## config.mk

```make
export PLATFORM = sky130hd
export DESIGN_NAME = one_hot_rr_arbiter
export DESIGN_NICKNAME = d
export VERILOG_FILES = /design/src/rtl/one_hot_rr_arbiter.sv
export SDC_FILE = /design/constraint.sdc
export NUM_CORES = 1
export LEC_CHECK = 0
export CAP_MARGIN = 20
export CORE_MARGIN = 3
export CORE_UTILIZATION = 60
export DETAILED_ROUTE_END_ITERATION = 6
export DONT_BUFFER_PORTS = 1
export GPL_ROUTABILITY_DRIVEN = 0
export HOLD_SLACK_MARGIN = 0.08
export PLACE_DENSITY = 0.84
export SYNTH_ARGS = -nofsm -noshare
export SYNTH_HDL_FRONTEND = slang
export SYNTH_SLANG_ARGS = --single-unit
```

## constraint.sdc

```tcl
create_clock -name clk -period 15.43 [get_ports clk]
set_input_delay 3.8575 -clock clk [delete_from_list [all_inputs] [get_ports clk]]
set_output_delay 3.8575 -clock clk [all_outputs]
set_load 0.05 [all_outputs]
```

## src/rtl/one_hot_rr_arbiter.sv

```systemverilog
// one_hot_rr_arbiter
// Round-robin arbiter for one NoC router output port. It picks one of N_REQ
// valid/ready input channels and, when HOLD_ENABLE is set, keeps the grant on
// that channel from the head flit through the tail flit. The winning flit is
// captured in a single output register together with its binary source index.

module one_hot_rr_arbiter #(
   parameter int N_REQ       = 4,
   parameter int DATA_WIDTH  = 32,
   parameter int BIN_WIDTH   = (N_REQ > 1) ? $clog2(N_REQ) : 1,
   parameter bit HOLD_ENABLE = 1'b1
) (
   input  logic                          clk,
   input  logic                          reset,
   input  logic [N_REQ-1:0]              in_valid,
   input  logic [N_REQ-1:0]              in_tail,
   input  logic [N_REQ*DATA_WIDTH-1:0]   in_data,
   output logic [N_REQ-1:0]              in_ready,
   output logic [N_REQ-1:0]              grant_onehot,
   output logic                          locked,
   output logic                          out_valid,
   output logic [DATA_WIDTH-1:0]         out_data,
   output logic                          out_tail,
   output logic [BIN_WIDTH-1:0]          out_src_bin,
   input  logic                          out_ready
);

   // After reset the pointer sits on the top channel, so the search starts at
   // channel 0 and channel 0 has the highest priority.
   localparam logic [N_REQ-1:0] PTR_RESET = N_REQ'(1) << (N_REQ - 1);

   // Packet-lock state: OPEN arbitrates freely, LOCKED holds the grant on
   // r_lock_idx until that channel delivers its tail flit.
   typedef enum logic {
      ST_OPEN   = 1'b0,
      ST_LOCKED = 1'b1
   } lock_state_t;

   // ---------------------------------------------------------------------
   // State
   // ---------------------------------------------------------------------
   lock_state_t            r_lock_state;
   logic [BIN_WIDTH-1:0]   r_lock_idx;
   logic [N_REQ-1:0]       r_ptr;

   logic                   r_out_valid;
   logic [DATA_WIDTH-1:0]  r_out_data;
   logic                   r_out_tail;
   logic [BIN_WIDTH-1:0]   r_out_src_bin;

   // ---------------------------------------------------------------------
   // Combinational signals
   // ---------------------------------------------------------------------
   lock_state_t            w_lock_state_next;
   logic [BIN_WIDTH-1:0]   w_lock_idx_next;
   logic [N_REQ-1:0]       w_ptr_next;

   logic [BIN_WIDTH-1:0]   w_ptr_bin;
   logic [N_REQ-1:0]       w_grant;
   logic                   w_can_load;
   logic                   w_xfer;
   logic [BIN_WIDTH-1:0]   w_win_bin;
   logic [DATA_WIDTH-1:0]  w_win_data;
   logic                   w_win_tail;

   // One-hot to binary by OR-ing the indices of set bits; a zero vector maps
   // to index 0, which is also the constant result when N_REQ is 1.
   function automatic logic [BIN_WIDTH-1:0] f_onehot_to_bin(input logic [N_REQ-1:0] oh);
      logic [BIN_WIDTH-1:0] bin;
      bin = '0;
      for (int i = 0; i < N_REQ; i++) begin
         if (oh[i]) begin
            bin = bin | BIN_WIDTH'(i);
         end
      end
      return bin;
   endfunction

   assign w_ptr_bin = f_onehot_to_bin(r_ptr);

   // Output register can take a new flit when empty or draining this cycle.
   assign w_can_load = !r_out_valid || out_ready;

   // Grant selection: the locked channel only, or the first valid channel
   // searching upward from the channel after the last-served one.
   always_comb begin : p_grant
      int v_ptr;
      int v_dist;
      int v_best;
      int v_best_dist;
      // NOTE: every variable written here gets a default first, so no path
      // can leave a value undefined and turn the logic into a latch.
      v_ptr       = int'(w_ptr_bin);
      v_dist      = 0;
      v_best      = 0;
      v_best_dist = N_REQ;
      w_grant     = '0;
      if (r_lock_state == ST_LOCKED) begin
         for (int i = 0; i < N_REQ; i++) begin
            if (r_lock_idx == BIN_WIDTH'(i)) begin
               w_grant[i] = in_valid[i];
            end
         end
      end else begin
         // Distance 0 is the channel right after the pointer; the pointer
         // channel itself gets the largest distance and is searched last.
         for (int i = 0; i < N_REQ; i++) begin
            v_dist = i - v_ptr - 1;
            if (v_dist < 0) begin
               v_dist = v_dist + N_REQ;
            end
            if (in_valid[i] && (v_dist < v_best_dist)) begin
               v_best_dist = v_dist;
               v_best      = i;
            end
         end
         for (int i = 0; i < N_REQ; i++) begin
            w_grant[i] = (v_best_dist < N_REQ) && (v_best == i);
         end
      end
   end

   // Route the winning channel's flit and tail toward the output register.
   always_comb begin
      w_win_data = '0;
      w_win_tail = 1'b0;
      for (int i = 0; i < N_REQ; i++) begin
         if (w_grant[i]) begin
            w_win_data = w_win_data | in_data[i*DATA_WIDTH +: DATA_WIDTH];
            w_win_tail = w_win_tail | in_tail[i];
         end
      end
   end

   assign w_win_bin = f_onehot_to_bin(w_grant);

   // Accept only on the granted channel, only when the output can load, and
   // never while reset is held.
   assign in_ready = reset ? '0 : (w_grant & {N_REQ{w_can_load}});
   assign w_xfer   = |(in_valid & in_ready);

   // Next lock state, lock index and round-robin pointer from this cycle's
   // transfer.
   always_comb begin
      w_lock_state_next = r_lock_state;
      w_lock_idx_next   = r_lock_idx;
      w_ptr_next        = r_ptr;
      if (w_xfer) begin
         if (HOLD_ENABLE) begin
            if (w_win_tail) begin
               // Packet complete (or single-flit packet): release and rotate.
               w_lock_state_next = ST_OPEN;
               w_ptr_next        = w_grant;
            end else begin
               w_lock_state_next = ST_LOCKED;
               w_lock_idx_next   = w_win_bin;
            end
         end else begin
            w_ptr_next = w_grant;
         end
      end
   end

   // Lock state, lock index and pointer registers; all cleared asynchronously.
   always_ff @(posedge clk or posedge reset) begin
      if (reset) begin
         // NOTE: sequential state uses non-blocking assignments so every
         // register samples pre-edge values regardless of statement order.
         r_lock_state <= ST_OPEN;
         r_lock_idx   <= '0;
         r_ptr        <= PTR_RESET;
      end else begin
         r_lock_state <= w_lock_state_next;
         r_lock_idx   <= w_lock_idx_next;
         r_ptr        <= w_ptr_next;
      end
   end

   // Output register: load on transfer, empty on drain, otherwise hold.
   always_ff @(posedge clk or posedge reset) begin
      if (reset) begin
         r_out_valid   <= 1'b0;
         r_out_data    <= '0;
         r_out_tail    <= 1'b0;
         r_out_src_bin <= '0;
      end else if (w_xfer) begin
         r_out_valid   <= 1'b1;
         r_out_data    <= w_win_data;
         r_out_tail    <= w_win_tail;
         r_out_src_bin <= w_win_bin;
      end else if (out_ready) begin
         r_out_valid   <= 1'b0;
      end
   end

   assign grant_onehot = w_grant;
   assign locked       = (r_lock_state == ST_LOCKED);
   assign out_valid    = r_out_valid;
   assign out_data     = r_out_data;
   assign out_tail     = r_out_tail;
   assign out_src_bin  = r_out_src_bin;

   // Structural invariants of the handshake.
   a_ready_onehot0: assert property (@(posedge clk) disable iff (reset)
      $onehot0(in_ready));
   a_grant_onehot0: assert property (@(posedge clk) disable iff (reset)
      $onehot0(grant_onehot));
   a_grant_valid:   assert property (@(posedge clk) disable iff (reset)
      (grant_onehot & ~in_valid) == '0);

endmodule
```

==> out/qor.yml <==
outcome:
  status: "finished, violations left"
  violations: "design-rule violations"
yosys:
  synth_edf_count: 0
  syn-mean-instance-area_um2: 9.00
  yosysTopAreaCell: "dfrtp_1"
  synthArstFlopShare: 1.00
  synth.distinct_cells: 51
  yosysSeqAreaShare: 0.400
  ys.warnings.count: 0
  synth.area.top_cells: "dfrtp_1 (39%), a222oi_1 (12%), a31oi_1 (7.9%), nand2_1 (5.9%), nor2_1 (5.7%)"
  ys_seq_elements: 42
  syn_area_um2: 2630
  yosys.area.top_type_share: 0.390
  synth_commonest_cells: "dfrtp_1 (41), nand2_1 (41), nor2_1 (40)"
  syn_inst: 292
  synth.net_count: 435
  ys.flop_type: "dfrtp_1"
detailed_routing:
  firstDrtPassIters: 7
  wl_per_cell_um: 22.1
  drc: 25
  drt-total-wl_um: 7270
  num_vias: 2418
  drt_iter0_markers: 285
  antenna_left: 0
  vias_per_cell: 7.35
pwr:
  powerDensity_nw_per_um2: 342
  ir_worst_vdd_mv: 0.159
  p_leak_nw: 1.05
  power_w: 0.000923
sta:
  post-route-period-util: 0.763
  timing.fmax_mhz: 84.9
  setup-tns-final_ns: 0
  finalClockSkew_ns: 0.00488
  final_max_slew_viol_count: 0
  worst_slack_ns: 3.65
  hold_viol_final: 0
  rsz0062_at_grt: "no"
  hold_slack_ns: 0.628
  relSlewSlack: 0.297
  tightest_slew_ns: 1.06
  period_minus_slack_ns: 11.78
  finalSetupViolCount: 0
cts:
  cts_root_buf: "clkbuf_8"
  cts_resized: 0
  clockBufferDepth: 2
  cts_tree: "done"
  insertion_delay_ns: 0.28
  cts.sinks: 42
  cts_setup_buffers: 0
  cts_buffers: 5
  clk_pin_slew_worst_paths_ns: 0.07
  cts_hold_buf: 0
  htree_levels: 2
grt:
  grt_pass1_vias: 2272
  antenna_found_initial: 0
  grt_overflow_total: 0
  grt_pass1_wl_um: 10800
  grt_max_degree: 68
  grt_usage: 0.264
final_layout:
  diodes: 0
  final_cell_area_um2: 2700
  drive_above_1_share: 0.100
  nets: 422
  synthToLayoutAreaGrowth_pct: 2.90
worst_setup_path:
  path_class: "in2out"
  crit_path_end_kind: "output port"
  worstPathRequired_ns: 11.57
  cp.arrival_ns: 7.92
  crit_path_start_kind: "primary input"
  path_max_fanout: 38
floorplanning:
  fp.dieH_um: 72.2
  num_rows: 23
  initial_core_util: 0.638
  coreArea_um2: 4120
  die_area_um2: 5210
  dieWidth_um: 72.2
  ios: 184
placement:
  dp_hpwl_um: 5510
  place_ws_ns: 3.73
  placed_cell_area_um2: 2600
  place.port_buffers: 0
flow_run:
  maxCapViolCount: 0
hold_path:
  hold_path_class: "reg2reg"
flip-flops by register name (all words and copies together) (netlist names):
| signal | flops |
|---|---|
| locked | 1 |
| out_data | 32 |
| out_src_bin | 2 |
| out_tail | 1 |
| out_valid | 1 |
| r_lock_idx | 2 |
| r_ptr | 3 |
worst paths after layout:
kind	startpoint	to	slack, ns	depth (start not counted)
setup reg to reg	r_ptr[1]	out_data[2]	10.29	18
max in group asynchronous	reset	r_ptr[3]	11.48	2
hold / removal	r_ptr[2]	r_ptr[2]	0.63	1
min in group asynchronous	reset	out_data[18]	3.58	2
hold reg to reg	r_ptr[2]	r_ptr[2]	0.63	1
setup / recovery	in_valid[0]	in_ready[2]	3.65	15
area by class of cell:
| type | instances | area [um^2] |
|---|---|---|
| multi-input combinational | 220 | 1440 |
| clock inverter | 1 | 7.51 |
| timing repair buffer | 4 | 42.5 |
| fill | 353 | 1410 |
| sequential | 42 | 1050 |
| clock buffer | 6 | 72.6 |
| tap | 50 | 62.6 |
| inverter | 6 | 22.5 |
kinds of logic (layout without fill, tap and decap cells):
| group | after synthesis | after routing | synth area share |
|---|---|---|---|
| DFF | 42 | 42 | 0.400 |
| buffers and inverters | 30 | 17 | 0.0514 |
| adders and majority gates | 4 | 4 | 0.0190 |
| other | 1 | 1 | 0.00143 |
| muxes | 6 | 6 | 0.0271 |
| and+or+nand+nor | 113 | 113 | 0.196 |
| AOI/OAI and AO/OA | 95 | 95 | 0.301 |
| xor gates and xnor gates | 1 | 1 | 0.00333 |
critical path, cell delays in order:
cell and delay (ns):
o31ai_1 0.08, nand2_1 0.16, o21a_1 0.22, ha_1 0.31, and2_1 0.18, a311oi_2 0.33, a21boi_4 0.12, mux2_2 0.28
ha_1 0.22, o31a_1 0.25, o22ai_1 0.14, nand3_1 0.10, a2111oi_1 0.52, or3_4 0.58, and2_1 0.53
where the power goes:
part / switching [W] / leakage, nW / internal, W
registers: 0.000227 / 0.488 / 0.000168
logic: 0.000285 / 0.528 / 0.000178
clock network: 0.0000347 / 0.0373 / 0.0000310
layout by cell type (no fill, tap or decap), types with 2 or more instances in the layout:
master,synthesis,final
a211o_1,2,2
a21o_1,2,2
a222oi_1,32,32
a22o_1,2,2
a31oi_1,33,33
and2_1,6,6
buf_4,2,3
clkbuf_8,0,5
dfrtp_1,41,41
ha_1,4,4
inv_1,6,5
mux2_2,5,5
nand2_1,41,40
nand2b_1,4,4
nand3_1,2,2
nand3b_1,2,2
nor2_1,40,40
nor2b_1,4,4
nor3_1,4,4
o21a_1,2,2
o21ai_0,4,4
o22ai_1,2,2
o31ai_1,3,3
or2_2,3,3
per-layer routing:
layer | vias to the layer above | part of all wire | GRT usage
met5 | - | 0 | 0
met4 | 0 | 0.018 | 0.0835
met3 | 12 | 0.10 | 0.0734
met2 | 153 | 0.51 | 0.449
met1 | 1155 | 0.37 | 0.323
li1 | 1098 | - | -
metrics by stage:
| step | utilization | std cells |
|---|---|---|
| after global placement | 0.633 | 321 |
| final | 0.657 | 329 |
| after detailed placement | 0.633 | 321 |
| after global routing | 0.657 | 329 |
| after CTS | 0.652 | 328 |
| after floorplan | - | 292 |
No activity file was read; power rests on OpenSTA's default activity.
